### src/rtl/perceptron_pkg.sv
// Shared types and widths for the perceptron sequencer slice.
package perceptron_pkg;

    localparam int ADDR_W = 9;
    localparam int WORD_W = 32;
    localparam int WCNT_W = 4;

    typedef enum logic [2:0] {
        IDLE,
        LOAD,
        DRAIN,
        EVAL,
        WAIT,
        WRITE,
        DONE
    } seq_state_e;

endpackage

### src/rtl/perceptron_seq_counter.sv
// Loadable up-counter with a terminal-value flag; load takes priority over count.
module perceptron_seq_counter
    import perceptron_pkg::*;
#(
    parameter int W = 4
) (
    input  logic         clk,
    input  logic         rst_n,
    input  logic         load_i,
    input  logic [W-1:0] load_val_i,
    input  logic         en_i,
    input  logic [W-1:0] term_val_i,
    output logic [W-1:0] count_o,
    output logic         term_o
);

    logic [W-1:0] count_q;
    logic [W-1:0] count_d;

    always_comb begin
        count_d = count_q;
        if (load_i) begin
            count_d = load_val_i;
        end else if (en_i) begin
            count_d = count_q + W'(1);
        end
    end

    always_ff @(posedge clk or negedge rst_n) begin
        if (!rst_n) begin
            count_q <= '0;
        end else begin
            count_q <= count_d;
        end
    end

    assign count_o = count_q;
    assign term_o  = (count_q == term_val_i);

endmodule

### src/rtl/perceptron_sequencer.sv
// Sequences BRAM operand reads, a perceptron evaluate strobe and result capture/write-back.
// Optional result write-back to BRAM is enabled by defining PERCEPTRON_SEQ_WRITEBACK_EN.
module perceptron_sequencer
    import perceptron_pkg::*;
#(
    parameter int                N          = 8,
    parameter logic [ADDR_W-1:0] START_ADDR = 9'd0,
    parameter int                EVAL_WAIT  = 4
) (
    input  logic              clk,
    input  logic              rst_n,
    input  logic              start,
    output logic              busy,
    output logic              done,
    output logic              bram_en,
    output logic              bram_we,
    output logic [ADDR_W-1:0] bram_addr,
    output logic [WORD_W-1:0] bram_wdata,
    output logic [ADDR_W-1:0] data_addr,
    output logic              perc_enable,
    input  logic [15:0]       perc_y,
    input  logic              perc_fire,
    input  logic [ADDR_W-1:0] out_addr,
    output logic [15:0]       result,
    output logic              result_fire
);

    localparam int                IW         = $clog2(N + 1);
    // Parking address: one past the operand block, so no controller input register matches.
    localparam logic [ADDR_W-1:0] PARK_ADDR  = ADDR_W'(int'(START_ADDR) + N);
    localparam logic [IW-1:0]     IDX_LAST   = IW'(N - 1);
    localparam logic [WCNT_W-1:0] DRAIN_LAST = WCNT_W'(2);
    localparam logic [WCNT_W-1:0] WAIT_LAST  = WCNT_W'(EVAL_WAIT - 1);

    seq_state_e state_q, state_d;

    logic [IW-1:0]     idx;
    logic              idx_load, idx_en, idx_term;
    logic [WCNT_W-1:0] wcnt_count_unused;
    logic [WCNT_W-1:0] wcnt_term_val;
    logic              wcnt_load, wcnt_en, wcnt_term;
    logic              capture;

    logic [15:0]       result_q;
    logic              result_fire_q;
    logic [ADDR_W-1:0] data_addr_q, data_addr_d;

    perceptron_seq_counter #(.W(IW)) u_idx_cnt (
        .clk        (clk),
        .rst_n      (rst_n),
        .load_i     (idx_load),
        .load_val_i ('0),
        .en_i       (idx_en),
        .term_val_i (IDX_LAST),
        .count_o    (idx),
        .term_o     (idx_term)
    );

    // One counter times both the fixed drain window and the evaluation wait.
    assign wcnt_term_val = (state_q == WAIT) ? WAIT_LAST : DRAIN_LAST;

    perceptron_seq_counter #(.W(WCNT_W)) u_wait_cnt (
        .clk        (clk),
        .rst_n      (rst_n),
        .load_i     (wcnt_load),
        .load_val_i ('0),
        .en_i       (wcnt_en),
        .term_val_i (wcnt_term_val),
        .count_o    (wcnt_count_unused),
        .term_o     (wcnt_term)
    );

    always_comb begin
        state_d     = state_q;
        idx_load    = 1'b0;
        idx_en      = 1'b0;
        wcnt_load   = 1'b0;
        wcnt_en     = 1'b0;
        capture     = 1'b0;
        busy        = 1'b1;
        done        = 1'b0;
        bram_en     = 1'b0;
        bram_we     = 1'b0;
        bram_addr   = START_ADDR;
        bram_wdata  = '0;
        perc_enable = 1'b0;
        case (state_q)
            IDLE: begin
                busy      = 1'b0;
                idx_load  = 1'b1;
                wcnt_load = 1'b1;
                if (start) state_d = LOAD;
            end
            LOAD: begin
                bram_en   = 1'b1;
                bram_addr = START_ADDR + ADDR_W'(idx);
                if (idx_term) begin
                    idx_load = 1'b1;
                    state_d  = DRAIN;
                end else begin
                    idx_en = 1'b1;
                end
            end
            DRAIN: begin
                if (wcnt_term) begin
                    wcnt_load = 1'b1;
                    state_d   = EVAL;
                end else begin
                    wcnt_en = 1'b1;
                end
            end
            EVAL: begin
                perc_enable = 1'b1;
                state_d     = WAIT;
            end
            WAIT: begin
                if (wcnt_term) begin
                    wcnt_load = 1'b1;
                    capture   = 1'b1;
`ifdef PERCEPTRON_SEQ_WRITEBACK_EN
                    state_d   = WRITE;
`else
                    state_d   = DONE;
`endif
                end else begin
                    wcnt_en = 1'b1;
                end
            end
`ifdef PERCEPTRON_SEQ_WRITEBACK_EN
            WRITE: begin
                bram_en    = 1'b1;
                bram_we    = 1'b1;
                bram_addr  = out_addr;
                bram_wdata = {15'b0, result_fire_q, result_q};
                state_d    = DONE;
            end
`endif
            DONE: begin
                done    = 1'b1;
                state_d = IDLE;
            end
            default: state_d = IDLE;
        endcase
    end

`ifndef PERCEPTRON_SEQ_WRITEBACK_EN
    logic out_addr_unused;
    assign out_addr_unused = ^out_addr;
`endif

    // Tag follows the BRAM's one-cycle read latency; parked otherwise.
    assign data_addr_d = (state_q == LOAD) ? bram_addr : PARK_ADDR;

    always_ff @(posedge clk or negedge rst_n) begin
        if (!rst_n) begin
            state_q       <= IDLE;
            data_addr_q   <= PARK_ADDR;
            result_q      <= '0;
            result_fire_q <= 1'b0;
        end else begin
            state_q     <= state_d;
            data_addr_q <= data_addr_d;
            if (capture) begin
                result_q      <= perc_y;
                result_fire_q <= perc_fire;
            end
        end
    end

    assign data_addr   = data_addr_q;
    assign result      = result_q;
    assign result_fire = result_fire_q;

endmodule

### config.mk
export PLATFORM = sky130hd
export DESIGN_NAME = perceptron_sequencer
export DESIGN_NICKNAME = d
export VERILOG_FILES = /design/src/rtl/perceptron_pkg.sv /design/src/rtl/perceptron_seq_counter.sv /design/src/rtl/perceptron_sequencer.sv
export SDC_FILE = /design/constraint.sdc
export NUM_CORES = 1
export LEC_CHECK = 0
export ABC_AREA = 1
export BUFFER_PORTS_ARGS = -buffer_cell sky130_fd_sc_hd__buf_2
export CAP_MARGIN = 20
export CORE_ASPECT_RATIO = 0.8
export CORE_MARGIN = 5
export CORE_UTILIZATION = 49
export CTS_CLUSTER_DIAMETER = 150
export DETAILED_ROUTE_END_ITERATION = 10
export PLACE_DENSITY = 0.95
export SYNTH_ARGS = -nofsm -noshare
export SYNTH_HDL_FRONTEND = slang
export SYNTH_SLANG_ARGS = --single-unit
### constraint.sdc
create_clock -name clk -period 3.1 [get_ports clk]
set_clock_uncertainty 0.2 [all_clocks]
set_input_delay 0.465 -clock clk [delete_from_list [all_inputs] [get_ports clk]]
set_output_delay 0.465 -clock clk [all_outputs]
set_load 0.02 [all_outputs]
==> After elaboration in Yosys (flattened, before gate mapping) <==
Index checks and enable logic that the tools add are counted.
{ "word_totals": {"regBits": 37, "wordCells": 49, "n_memories": 0, "out_inout_bits": 72, "inputBits": 29, "romBits": 0, "ram_bits": 0, "latch_bits": 0} }
{ "classes": {"n_mux": 25, "order_cmp": 0, "n_shift": 0, "reduce_logical": 5, "n_bitwise": 0, "mul": 0, "n_addsub": 2, "n_eq_ne": 11, "n_div": 0} }
{ "ops": {"columns": ["operator", "n"], "rows": [
  ["$mux W4", 5],
  ["$pmux W3 S5", 1],
  ["$mux W1", 12],
  ["$mux W3", 4],
  ["$mux W9", 1],
  ["$add A4 B1 Y4 const B", 2],
  ["$eq A3 B2 Y1 const B", 2],
  ["$eq A3 B3 Y1 const B", 2],
  ["$eq A4 B2 Y1", 1],
  ["$eq A4 B3 Y1 const B", 1],
  ["$ne A2 B1 Y1 const B", 2],
  ["$ne A2 B2 Y1 const B", 2],
  ["$pmux W1 S2", 2],
  ["$reduce_and A4 Y1", 1],
  ["$reduce_bool A2 Y1", 2],
  ["$eq A3 B1 Y1 const B", 1],
  ["$logic_not A3 Y1", 1],
  ["$reduce_or A2 Y1", 1]
]} }

==> Longest topological paths before layout <==
Gate-level depths: netlist (run 1).
{ "depth": {"depth_word": 7, "ltp_mapped": 8, "mapped_depth_nobuf": 7} }

==> Hierarchy <==
Synthesis (run 1) repeated with hierarchy kept, for this count alone.
{ "unflattened": {"cells_unflattened": 253, "hier_area_um2": 2014.4} }
{ "modules_own_cells": {"columns": ["module", "area_per_inst_um2", "cells_each", "instances", "seq_area_each_um2"], "rows": [
  ["perceptron_sequencer", 1451.4, 175, 1, 601.8],
  ["perceptron_seq_counter", 281.5, 39, 2, 100.1]
]} }

==> Worst setup path after synthesis (run 1) <==
OpenSTA, ideal clock, no wires.
{ "synth_timing": {"kind": "flip-flop to output port", "start": "reg state_q[2]", "end": "out bram_addr[0]", "setup_slack_ns": 1.350, "path_buffers": 1, "arrival_time_ns": 1.085, "path_stages_with_launch": 5, "t_required_ns": 2.435, "cell_sequence": "dfrtp_1 -> nor2_4 -> nand2_4 -> nor2_1 -> buf_4"} }
{ "synth_via": {"elab_chain_len": 2} }
{ "synth_lines": {"columns": ["item", "line_no", "source"], "rows": [
  ["start, declared", "perceptron_sequencer.sv:35", "seq_state_e state_q, state_d;"],
  ["start signal, assigned", "perceptron_sequencer.sv:161", "state_q <= state_d;"],
  ["$eq A3 B1 Y1", "perceptron_sequencer.sv:87", "case (state_q)"],
  ["$mux W4", "perceptron_sequencer.sv:87", null],
  ["end, declared", "perceptron_sequencer.sv:17", "output logic [ADDR_W-1:0] bram_addr,"]
]} }
No other way between the ends.

==> Worst setup path after layout (run 1) <==
Same ends and word-level chain as after synthesis.

==> tab_implementation.tex, run 1 <==
\begin{tabular}{lr}
\hline
Metric & Value \\
\hline
\multicolumn{2}{l}{\textbf{Power and ir drop}} \\
\quad Power Dens Cells & 969 nW/um2 \\
\quad Worst VDD drop & 0.442 mV \\
\quad P\_leak & 1.20 nW \\
\multicolumn{2}{l}{\textbf{Critical path}} \\
\quad Worst Setup End Kind & output port \\
\quad Worst path required time & 2430 ps \\
\quad Maximum fanout along the worst path & 7 \\
\quad Arrival time of data at the critical path endpoint & 1600 ps \\
\quad Chain of cells forming the critical path & nor2\_4 -> nand2\_4 -> nor2\_1 -> buf\_2 \\
\quad Type of origin of the critical path & flop \\
\quad Cell family with the largest share of critical-path delay & simple AND/OR/NAND/NOR gates \\
\quad Crit path buf inv count & 1 \\
\quad Kind of critical path & flop to output port \\
\quad Maximum single-stage delay on the critical path & 520 ps \\
\quad Slowest cell on the critical path & sky130\_fd\_sc\_hd\_\_dfrtp\_1 \\
\multicolumn{2}{l}{\textbf{Final layout}} \\
\quad Proportion of layout cells with a drive suffix above 1 & 33.8\% \\
\quad Number of fillers in the final layout & 368 \\
\quad Sequential cell area & roughly 800 um2 \\
\quad Final Util & 55.0\% \\
\quad Net total in the final layout & 293 \\
\quad Multi-input gate area in the final layout & around 770 um2 \\
\quad Antenna Diode Count & 0 \\
\quad Area Overhead vs Synth & 8.85\% \\
\multicolumn{2}{l}{\textbf{GRT}} \\
\quad Gr ovfl total & 0 \\
\quad Initial antenna violation count & 0 \\
\quad Wire length of the first global-routing pass & 5.09 mm \\
\quad Vias in the first global route & 1238 \\
\quad Pin count of the biggest net entering global routing & 35 \\
\quad GR Util All Layers & 12.3\% \\
\multicolumn{2}{l}{\textbf{Place}} \\
\quad Port Buf Inserts & 48 \\
\quad Minimum setup slack after placement & roughly 1100 ps \\
\quad Final Wtd Congestion & 0.865 \\
\quad Detailed Place HPWL & between 2 and 3 mm \\
\multicolumn{2}{l}{\textbf{Clocking}} \\
\quad Count of instances resized after the clock tree is built & 0 \\
\quad Buffers inserted during post-CTS setup optimization & 0 \\
\quad Master cell of the clock root buffer & sky130\_fd\_sc\_hd\_\_clkbuf\_8 \\
\quad Clock-pin slew reported for the worst setup and hold paths after clock tree synthesis & $\sim$60 ps \\
\quad Total number of clock tree sinks & 32 \\
\quad Worst skew pair latency & around 270 ps \\
\quad Hold Buf Count CTS & 0 \\
\quad CTS tree & done \\
\quad Number of levels in the clock H-tree & 2 \\
\quad Buffer depth of the longest clock path & 2 \\
\quad Total CTS buffers & 5 \\
\multicolumn{2}{l}{\textbf{Yosys}} \\
\quad Most common cell in the synthesized netlist & sky130\_fd\_sc\_hd\_\_buf\_4 \\
\quad Largest area contributor in the netlist & sky130\_fd\_sc\_hd\_\_dfrtp\_1 \\
\quad Count of yosys warnings during synthesis & 0 \\
\quad Cell types with the highest counts after synthesis & sky130\_fd\_sc\_hd\_\_buf\_4, sky130\_fd\_sc\_hd\_\_nand2\_1, sky130\_fd\_sc\_hd\_\_dfrtp\_1, sky130\_fd\_sc\_hd\_\_inv\_1, sky130\_fd\_sc\_hd\_\_o21ai\_2 \\
\quad Number of storage elements in the synthesis netlist & 32 \\
\quad Count of flip-flops with a built-in enable after synthesis & 0 \\
\quad Most area-consuming cells after synthesis & sky130\_fd\_sc\_hd\_\_dfrtp\_1, sky130\_fd\_sc\_hd\_\_buf\_4, sky130\_fd\_sc\_hd\_\_o21ai\_2 \\
\quad Sequential element share of the synthesized area & 41.7\% \\
\quad Main flop type after synthesis & sky130\_fd\_sc\_hd\_\_dfrtp\_1 \\
\quad Post-synthesis area per instance & 8.94 um2 \\
\quad Yosys top cell area share & 40.4\% \\
\quad Cell count after synthesis & between 200 and 250 \\
\quad Share of async-settable or async-resettable flops after synthesis & 100\% \\
\quad Netlist Area Pre-Place & 1920 um2 \\
\quad Number of library cell types mapped by synthesis & 26 \\
\multicolumn{2}{l}{\textbf{STA}} \\
\quad Setup Total Neg Slack & 0 ps \\
\quad Max Freq & 0.442 GHz \\
\quad Setup-failing EPs final & 0 \\
\quad Transition time at the pin with the least slew margin & just under 700 ps \\
\quad Slew HR & 54.5\% \\
\quad Max Slew Vio Count & 0 \\
\quad Setup repair after global routing missed its margin & false \\
\quad Number of hold violations in the final report & 0 \\
\quad Clock period minus worst slack & 2260 ps \\
\quad Crit share post-route & $\sim$73\% \\
\quad Worst Setup Slack, final & 840 ps \\
\multicolumn{2}{l}{\textbf{Die}} \\
\quad Die boundary width & 80.0 um \\
\quad Count of standard-cell rows & 20 \\
\quad Die ar. & approximately 5300 um2 \\
\quad Placeable core area & 3800 um2 \\
\quad Die span in y & 66.0 um \\
\quad Initial core utilization & 50.5\% \\
\quad Number of top-level pins & 101 \\
\multicolumn{2}{l}{\textbf{Route}} \\
\quad DR vias/cell & 4.12 \\
\quad Number of remaining DRC errors & 0 \\
\quad Number of DRC violations after detailed-routing iteration 0 & 46 \\
\quad Total via count after detailed routing & 1309 \\
\quad DR pass1 iterations & 4 \\
\quad Number of nets with antenna violations after detailed routing & 0 \\
\quad Per-cell routed wire length & between 9 and 10 um \\
\quad Final wirelength & 3.17 mm \\
\multicolumn{2}{l}{\textbf{Job}} \\
\quad Number of max-capacitance violations reported & 0 \\
\multicolumn{2}{l}{\textbf{Worst hold path}} \\
\quad Min-Delay Path Class & input port to async pin \\
\multicolumn{2}{l}{\textbf{Run status}} \\
\quad Run status & finished, final reports clean \\
\hline
\end{tabular}
==> cells in the final DEF (no fill, tap or decap), types with 5 or more instances in the layout <==
master	count
sky130_fd_sc_hd__nand2_1	33
sky130_fd_sc_hd__dfrtp_1	31
sky130_fd_sc_hd__nand3_1	7
sky130_fd_sc_hd__clkbuf_8	6
sky130_fd_sc_hd__nor2_1	13
sky130_fd_sc_hd__nand2_2	5
sky130_fd_sc_hd__o21ai_2	17
sky130_fd_sc_hd__conb_1	43
sky130_fd_sc_hd__inv_1	31
sky130_fd_sc_hd__buf_2	48
==> through the flow <==
step | hold WS (ps) | area (um2) | total power, mW | std cells
floorplan | -30.6 | 2080 | 1.52 | 257
global placement | 258 | 2000 | 1.70 | 310
detailed placement | 262 | 2000 | 1.73 | 310
CTS | 55.6 | 2090 | 2.06 | 318
global route | 101 | 2090 | 2.19 | 318
finish | 26.9 | 2090 | 2.03 | 318
==> flip-flops by register name, summed over array words and instances (netlist names) <==
register,count
state_q,3
result,16
u_idx_cnt.count_o,4
data_addr,4
u_wait_cnt.count_o,4
result_fire,1
==> path summary, 6_finish.rpt <==
| kind | cells past startpoint | slack [ps] | to | start |
|---|---|---|---|---|
| setup reg to reg | 4 | 1190 | result[7]$_DFFE_PN0P_ | state_q[0]$_DFFE_PN0P_ |
| hold / removal | 1 | 30 | state_q[0]$_DFFE_PN0P_ | rst_n |
| hold reg to reg | 2 | 270 | result[8]$_DFFE_PN0P_ | result[8]$_DFFE_PN0P_ |
| min in group clk | 3 | 230 | result[4]$_DFFE_PN0P_ | perc_y[4] |
| setup / recovery | 4 | 840 | bram_addr[0] | state_q[2]$_DFFE_PN0P_ |
| max in group asynchronous | 1 | 2220 | result[9]$_DFFE_PN0P_ | rst_n |
==> metal layers <==
| metal | up-vias | wire length [um] | global-route usage [%] |
|---|---|---|---|
| met5 | - | 0 | 0 |
| met4 | 0 | 11 | 4.85 |
| met3 | 2 | 249 | 3.81 |
| met2 | 50 | 1590 | 21.7 |
| met1 | 598 | 1310 | 13.8 |
| li1 | 659 | - | - |
==> power breakdown <==
group / total, mW / switching [mW] / internal, mW
clock network: 0.315 / 0.134 / 0.181
registers: 0.757 / 0.157 / 0.599
logic: 0.956 / 0.625 / 0.330
==> kinds of logic after synthesis <==
logic type	synth area share, %
and+or+nand+nor	18.0
adders and majority gates	1.30
buffers and inverters	26.6
AOI/OAI and AO/OA	10.9
other	0.195
DFF	41.7
xor gates and xnor gates	1.37
==> area by class of cell <==
class / instances / share of cell area, %
flip-flops and latches: 32 / 38.3
multi-input cells: 142 / 36.7
inverters: 33 / 5.92
well taps: 55 / 3.29
repair buffers: 48 / 11.5
clock buffers: 8 / 4.31
No activity file was read; power rests on OpenSTA's default activity.
==> run 2, diff against run 1 <==
Settings changed: CORE_UTILIZATION 49 to 41, PLACE_DENSITY 0.95 to 0.88.
Clock period 3.1 ns to 1.9 ns, I/O delays scaled along.
==> run 2 against run 1 <==
Net effect: count of clock-buffer cells in the layout fell by 2; combinational power rose by 73%; worst hold slack improved by 25 ps; non-clock buffer count rose by 6; via count rose by 3.5%; critical endpoint is now busy; power rose by 64%; clock power rose by 50%; sequential share of layout area fell by 0.67 points; global-route usage fell by 1.6 points; utilization fell by 8.3 points; wire length rose by 4.1%.
==> tab_implementation.tex, run 2 (synthesis results as in run 1) <==
\begin{tabular}{lr}
\hline
Metric & Value \\
\hline
\multicolumn{2}{l}{\textbf{Critical path}} \\
\quad Worst path required time & 1410 ps (-1020 ps) \\
\quad Arrival time of data at the critical path endpoint & 1330 ps (-270 ps) \\
\quad Reg2Reg Depth & 6 (+2) \\
\quad Maximum fanout along the worst path & 4 (-3) \\
\quad Crit path from & state\_q[2]\$\_DFFE\_PN0P\_ \\
\quad Type of origin of the critical path & flop \\
\quad Slack of the worst reg-to-reg path & 230 ps (-960 ps) \\
\quad Worst Setup End Kind & output port \\
\quad Kind of critical path & flop to output port \\
\quad Worst r2r src & state\_q[1]\$\_DFFE\_PN0P\_ \\
\quad Critical R2R Capture & result[4]\$\_DFFE\_PN0P\_ \\
\multicolumn{2}{l}{\textbf{Clocking}} \\
\quad Worst skew pair latency & 270 ps (about the same) \\
\quad CTS tree & done \\
\quad Buffer depth of the longest clock path & 2 (unchanged) \\
\quad Total CTS buffers & 5 (unchanged) \\
\quad Total number of clock tree sinks & 32 (unchanged) \\
\quad Clock-pin slew reported for the worst setup and hold paths after clock tree synthesis & 70 ps (about the same) \\
\quad Number of levels in the clock H-tree & 2 (unchanged) \\
\quad Master cell of the clock root buffer & sky130\_fd\_sc\_hd\_\_clkbuf\_8 \\
\multicolumn{2}{l}{\textbf{Die}} \\
\quad Initial core utilization & 42.1\% (-8.5 points) \\
\quad Die boundary width & 86.5 um (+8.2\%) \\
\quad Count of standard-cell rows & 22 (+10\%) \\
\quad Placeable core area & 4570 um2 (+20\%) \\
\quad Die ar. & 6170 um2 (+17\%) \\
\quad Number of top-level pins & 101 (unchanged) \\
\quad Die span in y & 71.2 um (+7.9\%) \\
\multicolumn{2}{l}{\textbf{Final layout}} \\
\quad Most used cells in the layout excluding fill and tap cells & sky130\_fd\_sc\_hd\_\_buf\_2, sky130\_fd\_sc\_hd\_\_conb\_1, sky130\_fd\_sc\_hd\_\_nand2\_1 \\
\quad Net total in the final layout & 299 (+2.0\%) \\
\quad Max reg flops & 16 (unchanged) \\
\quad Antenna Diode Count & 0 (unchanged) \\
\quad Most common cell after layout, fill and taps aside & sky130\_fd\_sc\_hd\_\_buf\_2 \\
\quad Proportion of layout cells with a drive suffix above 1 & 35.8\% (+2.0 points) \\
\quad Number of fillers in the final layout & 458 (+24\%) \\
\quad Area of all placed cells without fillers & 2140 um2 (+2.1\%) \\
\quad Area Overhead vs Synth & 11.1\% \\
\multicolumn{2}{l}{\textbf{Route}} \\
\quad Number of DRC violations after detailed-routing iteration 0 & 33 (-28\%) \\
\quad Number of remaining DRC errors & 0 (unchanged) \\
\quad DR pass1 iterations & 4 (unchanged) \\
\quad Per-cell routed wire length & 10.1 um (+0.93\%) \\
\quad DR vias/cell & 4.13 (+0.36\%) \\
\quad Final wirelength & 3.30 mm (+4.1\%) \\
\quad Total via count after detailed routing & 1355 (+3.5\%) \\
\quad Number of nets with antenna violations after detailed routing & 0 (unchanged) \\
\multicolumn{2}{l}{\textbf{Place}} \\
\quad Port Buf Inserts & 48 (unchanged) \\
\quad Placement Cell Area & 2030 um2 (+1.4\%) \\
\quad Minimum setup slack after placement & 191 ps (-930 ps) \\
\quad Final Wtd Congestion & 0.777 (-10\%) \\
\quad Detailed Place HPWL & 2.65 mm (+4.8\%) \\
\multicolumn{2}{l}{\textbf{STA}} \\
\quad Setup Total Neg Slack & 0 ps (unchanged) \\
\quad Worst Setup Slack, final & 80.3 ps (-759 ps) \\
\quad Crit share post-route & 95.8\% \\
\quad Transition time at the pin with the least slew margin & 690 ps (+7.01 ps) \\
\quad Setup repair after global routing missed its margin & false \\
\quad Max Slew Vio Count & 0 (unchanged) \\
\quad Clock period minus worst slack & 1820 ps \\
\quad Max Freq & 0.550 GHz \\
\quad Slew HR & 54.0\% (-0.47 points) \\
\quad Setup-failing EPs final & 0 (unchanged) \\
\quad Number of hold violations in the final report & 0 (unchanged) \\
\multicolumn{2}{l}{\textbf{GRT}} \\
\quad Initial antenna violation count & 0 (unchanged) \\
\quad Vias in the first global route & 1221 (-1.4\%) \\
\quad GR Util All Layers & 10.7\% (-1.6 points) \\
\quad Gr ovfl total & 0 (unchanged) \\
\quad Wire length of the first global-routing pass & 5.24 mm (+3.0\%) \\
\quad Pin count of the biggest net entering global routing & 35 (unchanged) \\
\multicolumn{2}{l}{\textbf{Worst hold path}} \\
\quad Startpoint of the worst hold path & perc\_y[1] \\
\quad Depth of the worst hold-timing path & 3 \\
\quad Worst-case hold path end point & result[1]\$\_DFFE\_PN0P\_ \\
\quad Min-Delay Path Class & input port to flop \\
\multicolumn{2}{l}{\textbf{Power and ir drop}} \\
\quad Worst VDD drop & 0.544 mV (+23\%) \\
\quad P\_leak & 1.23 nW (+1.8\%) \\
\quad Power Dens Cells & 1560 nW/um2 (+61\%) \\
\multicolumn{2}{l}{\textbf{Run status}} \\
\quad Run status & finished, final reports clean \\
\multicolumn{2}{l}{\textbf{Job}} \\
\quad Number of max-capacitance violations reported & 0 (unchanged) \\
\hline
\end{tabular}
[run 2: cell types whose count changed in the layout (fill, tap and decap cells not counted), sizes merged]
cell / before / now
dlygate4sd3: 0 / 1
buf: 48 / 53
clkbuf: 8 / 6
clkinv: 0 / 1
[run 2: worst max path at each step]
stage                                       end  slack [ps]  depth (start not counted)
final                                      busy          80                          5
after detailed placement  result[2]$_DFFE_PN0P_         190                          5
after global routing                       busy          20                          5
after CTS                                  busy          70                          5
after global placement                     busy         230                          5
after floorplan                    bram_addr[0]         330                          4
[run 2: metrics by stage]
step	hold slack, ps	total power, mW	utilization, %	std cells
CTS	42.6	3.38	46.7	328
global placement	175	2.79	44.4	318
global route	43.7	3.60	46.7	328
detailed placement	178	2.85	44.4	318
finish	51.8	3.33	46.7	328
floorplan	-211	2.48	-	257
[run 2: cell type report]
cell class | instances | area [um2] | area share, %
repair buffers | 54 | 288 | 13.5
flip-flops and latches | 32 | 805 | 37.7
multi-input cells | 142 | 767 | 35.9
clock inverters | 1 | 5.00 | 0.234
inverters | 33 | 124 | 5.80
well taps | 60 | 75.1 | 3.51
clock buffers | 6 | 72.6 | 3.40
[run 2: where the power goes]
| part | switching (mW) | total (mW) | internal [mW] |
|---|---|---|---|
| clock | 0.226 | 0.474 | 0.248 |
| combinational | 1.07 | 1.65 | 0.582 |
| sequential | 0.228 | 1.21 | 0.982 |
[run 2: worst max-delay path, stage by stage (launching register included)]
cell and delay (ps):
sky130_fd_sc_hd__dfrtp_1 410, sky130_fd_sc_hd__nor2_4 160, sky130_fd_sc_hd__inv_2 80, sky130_fd_sc_hd__nor2_4 150, sky130_fd_sc_hd__inv_1 100, sky130_fd_sc_hd__buf_2 170
[run 2: timing repair]
item                                    4_1_cts  5_1_grt
endpoints found under the setup margin        4        0
endpoints found under the hold margin        31        0
resized for setup                             2        0
hold buffers                                  1        0
setup buffers                                 2        0
[run 2: layer usage]
layer,up-vias,routed length (um),global-route usage (%)
li1,674,-,-
met1,622,1340,12.7
met2,55,1630,17.9
met3,4,290,3.45
met4,0,30,4.15
met5,-,0,0
==> run 3, diff against run 2 <==
Settings changed: CORE_MARGIN 5 to 10.
==> run 3 against run 2 <==
Net effect: cell count grew 0.30%; combinational power hardly changed; utilization up 0.33 points; power grew 2.2%; critical path depth shrank 1; setup slack improved by 27 ps; first-iteration DRC count down 12%; wire length increased by 18%; global-route usage decreased by 0.86 points; sequential power hardly changed; clock power up 10%; critical path type unchanged; critical endpoint is now bram_addr[0].
==> tab_implementation.tex, run 3 (synthesis results as in run 1) <==
\begin{tabular}{lr}
\hline
Metric & Value \\
\hline
\multicolumn{2}{l}{\textbf{Die}} \\
\quad Die span in y & 81.2 um (+14\%) \\
\quad Count of standard-cell rows & 22 (unchanged) \\
\quad Placeable core area & 4570 um2 (unchanged) \\
\quad Number of top-level pins & 101 (unchanged) \\
\quad Die ar. & 7840 um2 (+27\%) \\
\quad Die boundary width & 96.5 um (+12\%) \\
\quad Initial core utilization & 42.1\% (unchanged) \\
\multicolumn{2}{l}{\textbf{Critical path}} \\
\quad Maximum single-stage delay on the critical path & 400 ps (about the same) \\
\quad Chain of cells forming the critical path & nor2\_4 -> nand2\_4 -> nor2\_1 -> buf\_2 \\
\quad Type of origin of the critical path & flop \\
\quad Worst Setup End Kind & output port \\
\quad Maximum fanout along the worst path & 7 (+3) \\
\quad Worst path required time & 1410 ps (about the same) \\
\quad Crit path buf inv count & 1 (-2) \\
\quad Kind of critical path & flop to output port \\
\quad Arrival time of data at the critical path endpoint & 1310 ps (-20 ps) \\
\quad Cell family with the largest share of critical-path delay & simple AND/OR/NAND/NOR gates \\
\quad Slowest cell on the critical path & sky130\_fd\_sc\_hd\_\_dfrtp\_1 \\
\multicolumn{2}{l}{\textbf{STA}} \\
\quad Slew HR & 51.6\% (-2.4 points) \\
\quad Setup Total Neg Slack & 0 ps (unchanged) \\
\quad Setup-failing EPs final & 0 (unchanged) \\
\quad Max Freq & 0.558 GHz (+1.5\%) \\
\quad Number of hold violations in the final report & 0 (unchanged) \\
\quad Transition time at the pin with the least slew margin & 725 ps (+35.3 ps) \\
\quad Crit share post-route & 94.4\% (-1.4 points) \\
\quad Worst hold-check slack & 48.8 ps (-3.05 ps) \\
\quad Clock period minus worst slack & 1790 ps (-26.6 ps) \\
\quad Max Slew Vio Count & 0 (unchanged) \\
\quad Setup repair after global routing missed its margin & false \\
\multicolumn{2}{l}{\textbf{Clocking}} \\
\quad Total number of clock tree sinks & 32 (unchanged) \\
\quad Master cell of the clock root buffer & sky130\_fd\_sc\_hd\_\_clkbuf\_8 \\
\quad Buffer depth of the longest clock path & 2 (unchanged) \\
\quad Clock-pin slew reported for the worst setup and hold paths after clock tree synthesis & 60 ps (about the same) \\
\quad Worst skew pair latency & 270 ps (about the same) \\
\quad Total CTS buffers & 5 (unchanged) \\
\quad CTS tree & done \\
\quad Number of levels in the clock H-tree & 2 (unchanged) \\
\multicolumn{2}{l}{\textbf{Route}} \\
\quad Number of nets with antenna violations after detailed routing & 0 (unchanged) \\
\quad DR vias/cell & 4.10 (-0.67\%) \\
\quad Final wirelength & 3.88 mm (+18\%) \\
\quad DR pass1 iterations & 4 (unchanged) \\
\quad Total via count after detailed routing & 1350 (-0.37\%) \\
\quad Per-cell routed wire length & 11.8 um (+17\%) \\
\quad Number of remaining DRC errors & 0 (unchanged) \\
\quad Number of DRC violations after detailed-routing iteration 0 & 29 (-12\%) \\
\multicolumn{2}{l}{\textbf{Place}} \\
\quad Final Wtd Congestion & 0.789 (+1.5\%) \\
\quad Port Buf Inserts & 48 (unchanged) \\
\quad Placement Cell Area & 2030 um2 (unchanged) \\
\quad Detailed Place HPWL & 3.13 mm (+18\%) \\
\multicolumn{2}{l}{\textbf{GRT}} \\
\quad Wire length of the first global-routing pass & 6.18 mm (+18\%) \\
\quad Vias in the first global route & 1359 (+11\%) \\
\quad GR Util All Layers & 9.81\% (-0.86 points) \\
\quad Initial antenna violation count & 0 (unchanged) \\
\quad Pin count of the biggest net entering global routing & 35 (unchanged) \\
\quad Gr ovfl total & 0 (unchanged) \\
\multicolumn{2}{l}{\textbf{Power and ir drop}} \\
\quad Power after layout & 3.41 mW (+2.2\%) \\
\quad Power Dens Cells & 1580 nW/um2 (+1.5\%) \\
\quad Worst VDD drop & 0.584 mV (+7.4\%) \\
\quad P\_leak & 1.23 nW (+0.30\%) \\
\multicolumn{2}{l}{\textbf{Final layout}} \\
\quad Area of all placed cells without fillers & 2150 um2 (+0.70\%) \\
\quad Antenna Diode Count & 0 (unchanged) \\
\quad Proportion of layout cells with a drive suffix above 1 & 36.4\% (+0.61 points) \\
\quad Max reg flops & 16 (unchanged) \\
\quad Net total in the final layout & 299 (unchanged) \\
\quad Number of fillers in the final layout & 480 (+4.8\%) \\
\quad Most used cells in the layout excluding fill and tap cells & sky130\_fd\_sc\_hd\_\_buf\_2, sky130\_fd\_sc\_hd\_\_conb\_1, sky130\_fd\_sc\_hd\_\_nand2\_1 \\
\quad Most common cell after layout, fill and taps aside & sky130\_fd\_sc\_hd\_\_buf\_2 \\
\quad Area Overhead vs Synth & 11.9\% \\
\multicolumn{2}{l}{\textbf{Job}} \\
\quad Number of max-capacitance violations reported & 0 (unchanged) \\
\multicolumn{2}{l}{\textbf{Worst hold path}} \\
\quad Min-Delay Path Class & input port to flop \\
\multicolumn{2}{l}{\textbf{Run status}} \\
\quad Run status & finished, final reports clean \\
\hline
\end{tabular}
## run 3: final timing paths
kind                            slack, ps                                to                   start  cells past startpoint
worst max-delay path                  110                      bram_addr[0]  state_q[2]$_DFFE_PN0P_                      4
worst min-delay path                   50            result[12]$_DFFE_PN0P_              perc_y[12]                      3
worst max register to register        250             result[2]$_DFFE_PN0P_  state_q[1]$_DFFE_PN0P_                      6
worst min register to register        270            result[12]$_DFFE_PN0P_  result[12]$_DFFE_PN0P_                      2
max in group asynchronous             590            state_q[1]$_DFFE_PN0P_                   rst_n                      2
min in group asynchronous             400  u_idx_cnt.count_o[3]$_DFFE_PN0P_                   rst_n                      2
## run 3: final cells by class
type / count / area (um2) / area share [%]
Inverter: 33 / 124 / 5.76
Tap cell: 60 / 75.1 / 3.49
Timing Repair Buffer: 54 / 288 / 13.4
Sequential cell: 32 / 805 / 37.4
Clock buffer: 8 / 90.1 / 4.19
Multi-Input combinational cell: 142 / 769 / 35.8
## run 3: per-stage QoR
step | cells | utilization [%] | setup WS (ps)
2_1_floorplan | 257 | - | 330
3_3_place_gp | 318 | 44.4 | 223
3_5_place_dp | 318 | 44.4 | 209
4_1_cts | 329 | 47.0 | 63.4
5_1_grt | 329 | 47.1 | 27.6
6_report | 329 | 47.1 | 107
## run 3: where the power goes
group	internal (mW)	switching, mW
clock	0.295	0.228
combinational	0.584	1.09
sequential	0.982	0.224
total	1.86	1.55
## run 3: worst reg2reg max path, delay by kind of cell, from the launching register on
family / cells / cell delay [ps]
AO/OA/AOI/OAI: 1 / 60
buffers and inverters: 2 / 450
AND/OR/NAND/NOR: 3 / 400
flip-flops: 1 / 420
## run 3: what timing repair did
item	4_1_cts	5_1_grt
pin swaps	1	0
hold buffers	1	0
buffers inserted	2	0
resized for setup	2	2
setup endpoints to repair	4	2
endpoints found under the hold margin	31	0
## run 3: routing by layer
layer	wire (um)	vias up	track usage, %
li1	-	674	-
met1	1480	617	10.4
met2	1950	52	17.2
met3	426	7	4.61
met4	30	0	2.61
met5	0	-	0
